**config.mk**
```make
export PLATFORM = sky130hd
export DESIGN_NAME = ycbcr_422_pair_packer
export DESIGN_NICKNAME = d
export VERILOG_FILES = /design/src/rtl/ycbcr_pkg.sv /design/src/rtl/ycbcr_422_pair_packer.sv
export SDC_FILE = /design/constraint.sdc
export NUM_CORES = 1
export LEC_CHECK = 0
export CORE_MARGIN = 10
export CORE_UTILIZATION = 35
export CTS_CLUSTER_DIAMETER = 50
export DETAILED_ROUTE_END_ITERATION = 8
export PLACE_DENSITY = 0.56
export SETUP_SLACK_MARGIN = 0.5
export SLEW_MARGIN = 25
export SYNTH_ARGS = -nofsm -noshare
export SYNTH_HDL_FRONTEND = slang
export SYNTH_SLANG_ARGS = --single-unit
```
**constraint.sdc**
```tcl
create_clock -name clk -period 2.7 [get_ports clk]
set_input_delay 0.675 -clock clk [delete_from_list [all_inputs] [get_ports clk]]
set_output_delay 0.675 -clock clk [all_outputs]
set_load 0.02 [all_outputs]
```
**src/rtl/ycbcr_pkg.sv**
```systemverilog
// Shared field layout, pair-state encoding and chroma helpers for the 4:4:4 -> 4:2:2 packer.
package ycbcr_pkg;

  localparam int COMP_W = 8;

  // 24-bit input pixel {Cr, Cb, Y}
  localparam int PIX_Y_LSB  = 0;
  localparam int PIX_CB_LSB = 8;
  localparam int PIX_CR_LSB = 16;

  // 32-bit output pair {Cr_avg, Y1, Cb_avg, Y0}
  localparam int PAIR_Y0_LSB = 0;
  localparam int PAIR_CB_LSB = 8;
  localparam int PAIR_Y1_LSB = 16;
  localparam int PAIR_CR_LSB = 24;

  typedef enum logic {
    EVEN = 1'b0,
    ODD  = 1'b1
  } pair_state_e;

  function automatic logic [COMP_W-1:0] chroma_avg(input logic [COMP_W-1:0] a,
                                                   input logic [COMP_W-1:0] b,
                                                   input logic round);
    logic [COMP_W:0] sum;
    sum = {1'b0, a} + {1'b0, b} + {{COMP_W{1'b0}}, round};
    return sum[COMP_W:1];
  endfunction

  // A single-pixel pair is packed by passing the same pixel twice; its average is itself.
  function automatic logic [31:0] pack_pair(input logic [23:0] p0,
                                            input logic [23:0] p1,
                                            input logic round);
    logic [31:0] r;
    r = '0;
    r[PAIR_Y0_LSB +: COMP_W] = p0[PIX_Y_LSB +: COMP_W];
    r[PAIR_Y1_LSB +: COMP_W] = p1[PIX_Y_LSB +: COMP_W];
    r[PAIR_CB_LSB +: COMP_W] = chroma_avg(p0[PIX_CB_LSB +: COMP_W], p1[PIX_CB_LSB +: COMP_W], round);
    r[PAIR_CR_LSB +: COMP_W] = chroma_avg(p0[PIX_CR_LSB +: COMP_W], p1[PIX_CR_LSB +: COMP_W], round);
    return r;
  endfunction

endpackage

```
**src/rtl/ycbcr_422_pair_packer.sv**
```systemverilog
// Packs horizontal YCbCr 4:4:4 pixel pairs into one 4:2:2 beat with averaged chroma.
module ycbcr_422_pair_packer
  import ycbcr_pkg::*;
#(
  parameter bit ROUND = 1'b1
) (
  input  logic        clk,
  input  logic        rstn,
  input  logic [23:0] s_axis_video_tdata,
  input  logic        s_axis_video_tvalid,
  output logic        s_axis_video_tready,
  input  logic        s_axis_video_tlast,
  input  logic        s_axis_video_tuser,
  output logic [31:0] m_axis_video_tdata,
  output logic        m_axis_video_tvalid,
  input  logic        m_axis_video_tready,
  output logic        m_axis_video_tlast,
  output logic        m_axis_video_tuser,
  output logic        sync_err
);

  pair_state_e state_q, state_d;
  logic [23:0] hold_q, hold_d;
  logic        hold_user_q, hold_user_d;
  logic [31:0] m_data_q, m_data_d;
  logic        m_valid_q, m_valid_d;
  logic        m_last_q, m_last_d;
  logic        m_user_q, m_user_d;
  logic        sync_err_q, sync_err_d;
  logic        s_ready;
  logic        accept;

  // Storing pixel0 never touches the output register, so it may proceed under backpressure.
  assign s_ready = !m_valid_q || m_axis_video_tready ||
                   (state_q == EVEN && !s_axis_video_tlast);
  assign accept  = s_axis_video_tvalid && s_ready;

  always_comb begin
    state_d     = state_q;
    hold_d      = hold_q;
    hold_user_d = hold_user_q;
    m_data_d    = m_data_q;
    m_valid_d   = m_valid_q;
    m_last_d    = m_last_q;
    m_user_d    = m_user_q;
    sync_err_d  = 1'b0;

    if (m_valid_q && m_axis_video_tready) begin
      m_valid_d = 1'b0;
    end

    if (accept) begin
      if (state_q == ODD && !s_axis_video_tuser) begin
        m_data_d  = pack_pair(hold_q, s_axis_video_tdata, ROUND);
        m_valid_d = 1'b1;
        m_last_d  = s_axis_video_tlast;
        m_user_d  = hold_user_q;
        state_d   = EVEN;
      end else begin
        // An SOF arriving while pixel0 is held restarts pairing on the new pixel.
        sync_err_d = (state_q == ODD);
        if (s_axis_video_tlast) begin
          m_data_d  = pack_pair(s_axis_video_tdata, s_axis_video_tdata, ROUND);
          m_valid_d = 1'b1;
          m_last_d  = 1'b1;
          m_user_d  = s_axis_video_tuser;
          state_d   = EVEN;
        end else begin
          hold_d      = s_axis_video_tdata;
          hold_user_d = s_axis_video_tuser;
          state_d     = ODD;
        end
      end
    end
  end

  always_ff @(posedge clk or negedge rstn) begin
    if (!rstn) begin
      state_q     <= EVEN;
      hold_q      <= '0;
      hold_user_q <= 1'b0;
      m_data_q    <= '0;
      m_valid_q   <= 1'b0;
      m_last_q    <= 1'b0;
      m_user_q    <= 1'b0;
      sync_err_q  <= 1'b0;
    end else begin
      state_q     <= state_d;
      hold_q      <= hold_d;
      hold_user_q <= hold_user_d;
      m_data_q    <= m_data_d;
      m_valid_q   <= m_valid_d;
      m_last_q    <= m_last_d;
      m_user_q    <= m_user_d;
      sync_err_q  <= sync_err_d;
    end
  end

  assign s_axis_video_tready = s_ready;
  assign m_axis_video_tdata  = m_data_q;
  assign m_axis_video_tvalid = m_valid_q;
  assign m_axis_video_tlast  = m_last_q;
  assign m_axis_video_tuser  = m_user_q;
  assign sync_err            = sync_err_q;

endmodule

```
==> impl_metrics.env, run 1 <==
export IMPL_syn_cell_area_um2=3138
export IMPL_die_area_um2=13150
export IMPL_crit_fanout=3
export IMPL_synthTopCellsByArea="dfrtp_1, mux2_2, nand2_1, ha_1, nor2_1"
export IMPL_cts_hold_buf=0
export IMPL_crit_path_end_kind="output pin"
export IMPL_power_leakage_uw=0.001937
export IMPL_yosys_most_used_dff="dfrtp_1"
export IMPL_areaGrowthSynthToFinish_pct=39.83
export IMPL_drt_initial_drc_count=93
export IMPL_vdd_drop_max_uv=307.4
export IMPL_wl_met1_um=3649
export IMPL_cts_sinks=62
export IMPL_hold_slack_ns=0.2853
export IMPL_fin_cells=510
export IMPL_synth_distinct_cells=42
export IMPL_synth_area_per_cell_um2=10.06
export IMPL_synth_cells=312
export IMPL_htree_levels=3
export IMPL_hold_class="primary input to asynchronous set/reset pin"
export IMPL_relSlewSlack_pct=67.36
export IMPL_cts_tree="yes"
export IMPL_insertion_delay_ns=0.35
export IMPL_synth_most_common_cell="nand2_1"
export IMPL_synth_edff_count=0
export IMPL_yosys_warnings=0
export IMPL_top_layer="met4"
export IMPL_async_reset_ff_share_pct=100.0
export IMPL_ys_seq_area_share_pct=49.44
export IMPL_vias_per_cell=5.000
export IMPL_finalClockSkew_ns=0.009512
export IMPL_synth_nets=358
export IMPL_row_count=34
export IMPL_place_gp_congestion=0.7642
export IMPL_drive_above_1_share_pct=23.38
export IMPL_period_share_pct=79.47
export IMPL_grt_use_total_pct=12.55
export IMPL_cts_root_buf="clkbuf_8"
export IMPL_cts_buffer_depth=2
export IMPL_grt_max_degree=29
export IMPL_maxCapViolCount=0
export IMPL_wl_um=8007
export IMPL_setup_viol=0
export IMPL_final_core_utilization_pct=50.32
export IMPL_yosys_top_cells_count="nand2_1, dfrtp_1, mux2_2, nor2_1, a21oi_1"
export IMPL_outcome="finished clean"
export IMPL_fp_dieH_um=114.7
export IMPL_grt_setup_unrepaired="false"
export IMPL_total_power_uw=3546
export IMPL_grt_pass1_vias=2677
export IMPL_cp_data_required_time_ns=2.03
export IMPL_vias=2550
export IMPL_hold_violations=0
export IMPL_overflow=0
export IMPL_wl_met2_um=3791
export IMPL_synth_top_area_cell="dfrtp_1"
export IMPL_arrival_ns=1.47
export IMPL_cts_buffers=9
export IMPL_layout_nets=443
export IMPL_dr_pass1_iters=4
export IMPL_worstSetupStartpointType="primary input"
export IMPL_dpl_hpwl_um=5866
export IMPL_fmax_ghz=0.4661
export IMPL_yosysTopAreaCellShare_pct=49.44
export IMPL_port_buffers=66
export IMPL_placedCellCount=493
export IMPL_fp_dieW_um=114.7
export IMPL_start_util_pct=35.98
export IMPL_core_um2=8721
export IMPL_routed_wl_met3_um=426
export IMPL_worst_pin_slew_ns=0.4896
export IMPL_min_period_ns=2.146
export IMPL_yosys_register_bits=62
export IMPL_slew_violations=0
export IMPL_cellPowerDensity_nw_per_um2=808.2
export IMPL_path_clk_slew_ns=0.07
export IMPL_antenna_found_initial=0
export IMPL_crit_type="primary input to output pin"
export IMPL_drc=0
export IMPL_wire_per_inst_um=15.70
export IMPL_grt_first_pass_wirelength_um=13370
export IMPL_ant_nets=0
export IMPL_ios=67
export IMPL_antenna_cells=0
-- critical path: stages --
cell	delay [ns]
clkdlybuf4s50_1	0.47
o21bai_4	0.19
buf_6	0.14
-- path summary, 6_finish.rpt --
kind,from,depth (start not counted),slack [ns],endpoint
hold / removal,rstn,1,0.29,hold_q[16]
max in group asynchronous,rstn,2,1.73,m_axis_video_tdata[15]
hold reg to reg,m_axis_video_tdata[20],2,0.48,m_axis_video_tdata[20]
setup reg to reg,hold_q[8],7,0.77,m_axis_video_tdata[13]
setup / recovery,s_axis_video_tlast,3,0.55,s_axis_video_tready
min in group clk,m_axis_video_tdata[20],2,0.48,m_axis_video_tdata[20]
-- cell families (layout without fill, tap and decap cells) --
family / after synthesis / after routing / synth area share, %
XOR/XNOR: 6 / 6 / 1.675
buffers and inverters: 18 / 108 / 3.150
adder cells (fa/ha/maj): 16 / 16 / 6.858
AO/OA/AOI/OAI: 59 / 59 / 11.80
multiplexers: 28 / 28 / 10.01
flip-flops: 62 / 62 / 49.44
AND/OR/NAND/NOR: 123 / 123 / 17.07
-- cells in the final DEF (no fill, tap or decap), drive strengths merged, types with 3 or more instances in the layout --
cell            n
nor2           26
ha             14
dlymetal6s2s    7
a21o            4
a31oi          13
dfrtp          62
a21oi          19
o211ai          3
nor2b           3
clkinv          3
mux2           27
o21ai          11
clkbuf          9
nand3          10
nand2          66
nor3            6
clkdlybuf4s50  55
or3             5
buf            26
xor2            4
clkinvlp        3
-- final cells by class --
type                    count  area, um2
clock buffers               9      123.9
repair buffers             90      864.6
clock inverters             7      75.07
flip-flops and latches     62       1551
multi-input cells         232       1630
well taps                 108      135.1
fillers                   806       4333
inverters                   2      7.507
-- per-layer routing --
metal / up-vias / track usage, %
met3: 14 / 3.407
met1: 1235 / 15.65
met2: 46 / 20.05
li1: 1255 / -
met4: 0 / 5.013
met5: - / 0
-- sequential cells by signal, indices dropped and copies added, names as in the netlist --
register,count
m_axis_video_tdata,32
m_axis_video_tvalid,1
hold_q,24
m_axis_video_tlast,1
sync_err,1
m_axis_video_tuser,1
hold_user_q,1
state_q,1
-- power breakdown --
part / total, uW / internal, uW / switching [uW]
registers: 1310 / 1170 / 147
clock network: 820 / 427 / 393
logic: 1410 / 709 / 703
total: 3550 / 2300 / 1240
-- stage by stage --
step                instance area, um2  setup slack [ns]  TNS (ns)
finish                            4388            0.5544         0
global route                      4388            0.4732         0
CTS                               4289            0.4745         0
detailed placement                4031          -0.03842  -0.06049
global placement                  4031           0.01599         0
floorplan                         3147            0.5207         0
-- repair_timing --
| action | 4_1_cts | 5_1_grt |
|---|---|---|
| pin swaps | 7 | 9 |
| endpoints found under the setup margin | 7 | 8 |
| setup buffers | 1 | 0 |
| resized for setup | 21 | 21 |
Power figures use the tool's default switching activity.
==> inputs of run 2 (changes only) <==
- clock period: 2.7 -> 2.16 ns (I/O delays scaled with it)
==> run 2 against run 1 <==
  * Non-clock buffer count up 51
  * Critical path depth is 4 higher
  * Core utilization up 8.2 points
  * Register-to-register slack lost 0.55 ns
  * Highest routed layer unchanged
  * Largest cell class unchanged
  * Hold slack worse by 0.11 ns
  * Wire length increased by 14%
==> impl_metrics.env, run 2 (synthesis results as in run 1) <==
export IMPL_outcome="finished clean"
export IMPL_place_gp_congestion=0.8091
export IMPL_period_share_pct=90.01
export IMPL_cts_buffer_depth=2
export IMPL_arrival_ns=2.21
export IMPL_r2r_cells=7
export IMPL_vdd_drop_max_uv=464.0
export IMPL_total_power_uw=4987
export IMPL_p_int_uw=3249
export IMPL_dr_pass1_iters=4
export IMPL_ios=67
export IMPL_wl_um=9151
export IMPL_layout_nets=494
export IMPL_crit_type="register to register"
export IMPL_dpl_hpwl_um=6255
export IMPL_drt_initial_drc_count=108
export IMPL_cp_buffers_inverters=0
export IMPL_drc=0
export IMPL_grt_use_total_pct=14.29
export IMPL_switching_share_pct=34.86
export IMPL_maxCapViolCount=0
export IMPL_largest_register_ffs=32
export IMPL_port_buffers=66
export IMPL_dpl_worst_slack_ns=-0.4090
export IMPL_critical_path_max_stage_delay_ns=0.39
export IMPL_pwr_share_seq_pct=33.1
export IMPL_fp_dieW_um=114.7
export IMPL_die_area_um2=13150
export IMPL_cellPowerDensity_nw_per_um2=977.6
export IMPL_slew_violations=0
export IMPL_finalClockSkew_ns=0.009119
export IMPL_setup_viol=0
export IMPL_vias=2781
export IMPL_antenna_found_initial=0
export IMPL_worst_pin_slew_ns=0.3580
export IMPL_hold_violations=0
export IMPL_crit_chain="or2_4, fa_2, a21o_1, a221oi_2, xnor2_1, nand2_1, a31oi_1"
export IMPL_layout_common_cells="nand2_1, dfrtp_1, buf_4"
export IMPL_grt_setup_unrepaired="true"
export IMPL_pwr_share_clk_pct=23.1
export IMPL_cts_tree="yes"
export IMPL_start_util_pct=35.98
export IMPL_drive_above_1_share_pct=38.19
export IMPL_combPwrFrac_pct=43.8
export IMPL_min_period_ns=1.944
export IMPL_p_sw_uw=1738
export IMPL_fp_dieH_um=114.7
export IMPL_crit_fanout=2
export IMPL_power_leakage_uw=0.002353
export IMPL_worstSetupStartpointType="register"
export IMPL_core_um2=8721
export IMPL_row_count=34
export IMPL_final_common_cell="nand2_1"
export IMPL_r2r_slack_ns=0.22
export IMPL_postLayoutSetupSlackWorst_ns=0.2157
export IMPL_grt_max_degree=63
export IMPL_path_clk_slew_ns=0.08
export IMPL_grt_pass1_vias=2928
export IMPL_wire_per_inst_um=16.31
export IMPL_antenna_cells=0
export IMPL_grt_first_pass_wirelength_um=15160
export IMPL_cp_data_required_time_ns=2.43
export IMPL_critPathTopFamily="compound AO/OA/AOI/OAI gates"
export IMPL_reg2reg_to="m_axis_video_tdata[13]"
export IMPL_relSlewSlack_pct=76.13
export IMPL_areaGrowthSynthToFinish_pct=62.56
export IMPL_cts_buffers=9
export IMPL_fmax_ghz=0.5143
export IMPL_overflow=0
export IMPL_crit_path_end_kind="register"
export IMPL_insertion_delay_ns=0.35
export IMPL_hold_class="primary input to asynchronous set/reset pin"
export IMPL_htree_levels=3
export IMPL_cpMaxStageDelayCell="dfrtp_1"
export IMPL_vias_per_cell=4.957
export IMPL_ant_nets=0
export IMPL_cts_root_buf="clkbuf_8"
export IMPL_cts_sinks=62
export IMPL_reg2reg_from="hold_q[8]"
-- run 2: cell types whose count changed in the layout (fill, tap and decap cells not counted), sizes merged --
cell           delta
bufinv            +1
inv               +1
clkdlybuf4s15     +4
clkinv            -1
clkdlybuf4s50    -47
dlymetal6s2s      -7
clkbuf            +4
dlygate4sd2      +44
buf              +53
clkinvlp          -1
-- run 2: per-stage QoR --
stage	hold slack, ns	setup TNS, ns	util, %	area [um2]	cells
5_1_grt	0.2063	0	58.49	5101	561
4_1_cts	0.2062	0	57.04	4975	555
3_5_place_dp	0.4656	-8.642	51.68	4507	526
3_3_place_gp	0.4586	-8.403	51.68	4507	526
6_report	0.1764	0	58.49	5101	561
2_1_floorplan	0.2444	0	-	3354	312
-- run 2: what timing repair did --
item	CTS	global route
setup buffers	11	6
setup endpoints to repair	97	38
gates resized for setup	126	23
hold buffers	0	0
gates cloned	2	0
pin swaps	25	20
-- run 2: power by group through the flow --
stage / combinational (uW) / sequential [uW] / clock (uW)
finish: 2180 / 1650 / 1150
global route: 2380 / 1700 / 1230
CTS: 2030 / 1660 / 1180
detailed placement: 1980 / 1670 / 0
global placement: 1960 / 1670 / 0
floorplan: 910 / 1850 / 0
-- run 2: worst max-delay path by stage --
| stage | startpoint | to | slack [ns] | depth (start not counted) |
|---|---|---|---|---|
| floorplan | s_axis_video_tdata[8] | m_axis_video_tdata[13] | 0.12 | 7 |
| global placement | s_axis_video_tdata[17] | m_axis_video_tdata[29] | -0.38 | 8 |
| detailed placement | s_axis_video_tdata[17] | m_axis_video_tdata[29] | -0.41 | 8 |
| CTS | hold_q[8] | m_axis_video_tdata[13] | 0.24 | 7 |
| global route | hold_q[8] | m_axis_video_tdata[13] | 0.1 | 7 |
| finish | hold_q[8] | m_axis_video_tdata[13] | 0.22 | 7 |
-- run 2: layout make-up --
type | count | area, um2
clock buffers | 9 | 123.9
clock inverters | 7 | 97.59
fillers | 735 | 3620
inverters | 2 | 20.02
multi-input cells | 232 | 1917
flip-flops and latches | 62 | 1553
well taps | 108 | 135.1
repair buffers | 141 | 1255
-- run 2: per-layer routing --
metal	global-route usage [%]	vias up	wire length [um]
li1	-	1359	-
met1	17.64	1361	3958
met2	23.63	50	4594
met3	4.403	11	501
met4	3.592	0	97
met5	0	-	0
-- run 2: worst register-to-register path, delay by kind of cell (launching register included) --
family,cells,cell delay (ns)
AOI/OAI and AO/OA,3,0.66
DFF,1,0.39
adders and majority gates,1,0.36
and+or+nand+nor,2,0.31
xor gates and xnor gates,1,0.15
==> inputs of run 3 (changes only) <==
- PLACE_DENSITY: 0.56 -> not set
- PLACE_DENSITY_LB_ADDON: not set -> 0.05
- TNS_END_PERCENT: not set -> 5
- clock period: 2.16 -> 2.4 ns (I/O delays scaled with it)
==> run 3 against run 2 <==
  * Largest power group unchanged
  * Die area did not move
  * Clock power shrank 10%
  * Clock-buffer cell count unchanged
  * Sequential share of layout area up 2.4 points
  * Clock skew rose by 0.0014 ns
  * First-iteration DRC count decreased by 22%
  * Global-route usage decreased by 0.90 points
  * Flip-flop and latch count did not move
==> impl_metrics.env, run 3 (synthesis results as in run 1) <==
export IMPL_n_fill_cell=813
export IMPL_vias=2641
export IMPL_r2r_cells=7
export IMPL_die_area_um2=13150
export IMPL_cts_buffer_depth=2
export IMPL_grt_setup_unrepaired="true"
export IMPL_wire_per_inst_um=15.98
export IMPL_power_leakage_uw=0.002122
export IMPL_arrival_ns=1.35
export IMPL_drt_initial_drc_count=84
export IMPL_combPwrFrac_pct=41.1
export IMPL_htree_levels=3
export IMPL_fin_area_um2=4721
export IMPL_port_buffers=66
export IMPL_antenna_found_initial=0
export IMPL_post_dp_cell_area_um2=4179
export IMPL_cts_sinks=62
export IMPL_antenna_cells=0
export IMPL_hold_slack_ns=0.2587
export IMPL_wl_met2_um=3962
export IMPL_p_sw_uw=1435
export IMPL_placedCellCount=509
export IMPL_fin_cells=537
export IMPL_overflow=0
export IMPL_wl_um=8582
export IMPL_areaGrowthSynthToFinish_pct=50.44
export IMPL_worstSetupStartpointType="register"
export IMPL_start_util_pct=35.98
export IMPL_critPathTopFamily="buffers and inverters"
export IMPL_drc=0
export IMPL_grt_max_degree=63
export IMPL_drive_above_1_share_pct=29.60
export IMPL_hold_class="primary input to asynchronous set/reset pin"
export IMPL_critical_path_max_stage_delay_ns=0.63
export IMPL_crit_cells=1
export IMPL_final_common_cell="nand2_1"
export IMPL_slew_violations=0
export IMPL_vias_per_cell=4.918
export IMPL_p_int_uw=2825
export IMPL_crit_fanout=2
export IMPL_cellPowerDensity_nw_per_um2=902.4
export IMPL_pwr_share_clk_pct=24.1
export IMPL_cts_tree="yes"
export IMPL_top_layer="met4"
export IMPL_grt_pass1_vias=2791
export IMPL_grt_first_pass_wirelength_um=14150
export IMPL_fmax_ghz=0.5140
export IMPL_largest_register_ffs=32
export IMPL_core_um2=8721
export IMPL_ios=67
export IMPL_path_clk_slew_ns=0.07
export IMPL_fp_dieH_um=114.7
export IMPL_setup_viol=0
export IMPL_final_core_utilization_pct=54.13
export IMPL_layout_common_cells="nand2_1, dfrtp_1, clkdlybuf4s50_1"
export IMPL_place_gp_congestion=0.7682
export IMPL_grt_use_total_pct=13.39
export IMPL_relSlewSlack_pct=76.77
export IMPL_vdd_drop_max_uv=391.3
export IMPL_cp_buffers_inverters=1
export IMPL_dr_pass1_iters=4
export IMPL_cp_data_required_time_ns=1.80
export IMPL_insertion_delay_ns=0.34
export IMPL_outcome="finished clean"
export IMPL_period_share_pct=81.06
export IMPL_pwr_share_seq_pct=34.9
export IMPL_layout_nets=470
export IMPL_row_count=34
export IMPL_ant_nets=0
export IMPL_finalClockSkew_ns=0.01049
export IMPL_cpMaxStageDelayCell="clkdlybuf4s50_1"
export IMPL_switching_share_pct=33.70
export IMPL_min_period_ns=1.946
export IMPL_worst_pin_slew_ns=0.3485
export IMPL_crit_chain="clkdlybuf4s50_1"
export IMPL_crit_type="register to output pin"
export IMPL_setup_tns_ns=0
export IMPL_crit_path_end_kind="output pin"
export IMPL_hold_violations=0
export IMPL_routed_wl_met3_um=451
export IMPL_fp_dieW_um=114.7
export IMPL_cts_buffers=9
export IMPL_maxCapViolCount=0
export IMPL_cts_hold_buf=0
export IMPL_dpl_hpwl_um=5855
export IMPL_wl_met1_um=4093
export IMPL_cts_root_buf="clkbuf_8"
run 3: layout make-up:
| type | count | area, um2 | area share, % |
|---|---|---|---|
| multi-input cells | 232 | 1687 | 35.73 |
| flip-flops and latches | 62 | 1551 | 32.87 |
| repair buffers | 117 | 1119 | 23.69 |
| well taps | 108 | 135.1 | 2.862 |
| clock buffers | 9 | 123.9 | 2.624 |
| clock inverters | 7 | 97.59 | 2.067 |
| inverters | 2 | 7.507 | 0.1590 |
run 3: what timing repair did:
action                     in CTS  in global routing
setup endpoints to repair      73                 75
setup buffers                   9                  2
gates cloned                    1                  0
pin swaps                      20                  9
resized for setup              59                 14
run 3: final timing paths:
check / startpoint / to / slack, ns
setup / recovery: m_axis_video_tdata[29] / m_axis_video_tdata[29] / 0.45
hold / removal: rstn / hold_user_q / 0.26
setup reg to reg: hold_q[8] / m_axis_video_tdata[13] / 0.47
hold reg to reg: m_axis_video_tdata[18] / m_axis_video_tdata[18] / 0.48
max in group asynchronous: rstn / hold_q[14] / 1.84
min in group clk: m_axis_video_tdata[18] / m_axis_video_tdata[18] / 0.48
run 3: per-layer routing:
metal | vias to the layer above | GRT usage [%]
li1 | 1312 | -
met1 | 1271 | 17.86
met2 | 52 | 20.16
met3 | 6 | 3.826
met4 | 0 | 4.678
met5 | - | 0
run 3: per-stage QoR:
step           worst slack [ns]  power (uW)
3_3_place_gp            -0.1955        3043
2_1_floorplan            0.3050        2347
3_5_place_dp            -0.2518        3063
6_report                 0.4545        4260
5_1_grt                  0.3778        4552
4_1_cts                  0.3984        4281
run 3: power by group through the flow:
stage               Sequential [uW]  Clock, uW  Combinational (uW)
floorplan                      1650          0                 697
global placement               1480          0                1560
detailed placement             1490          0                1580
CTS                            1480       1060                1740
global route                   1520       1110                1920
finish                         1490       1030                1750
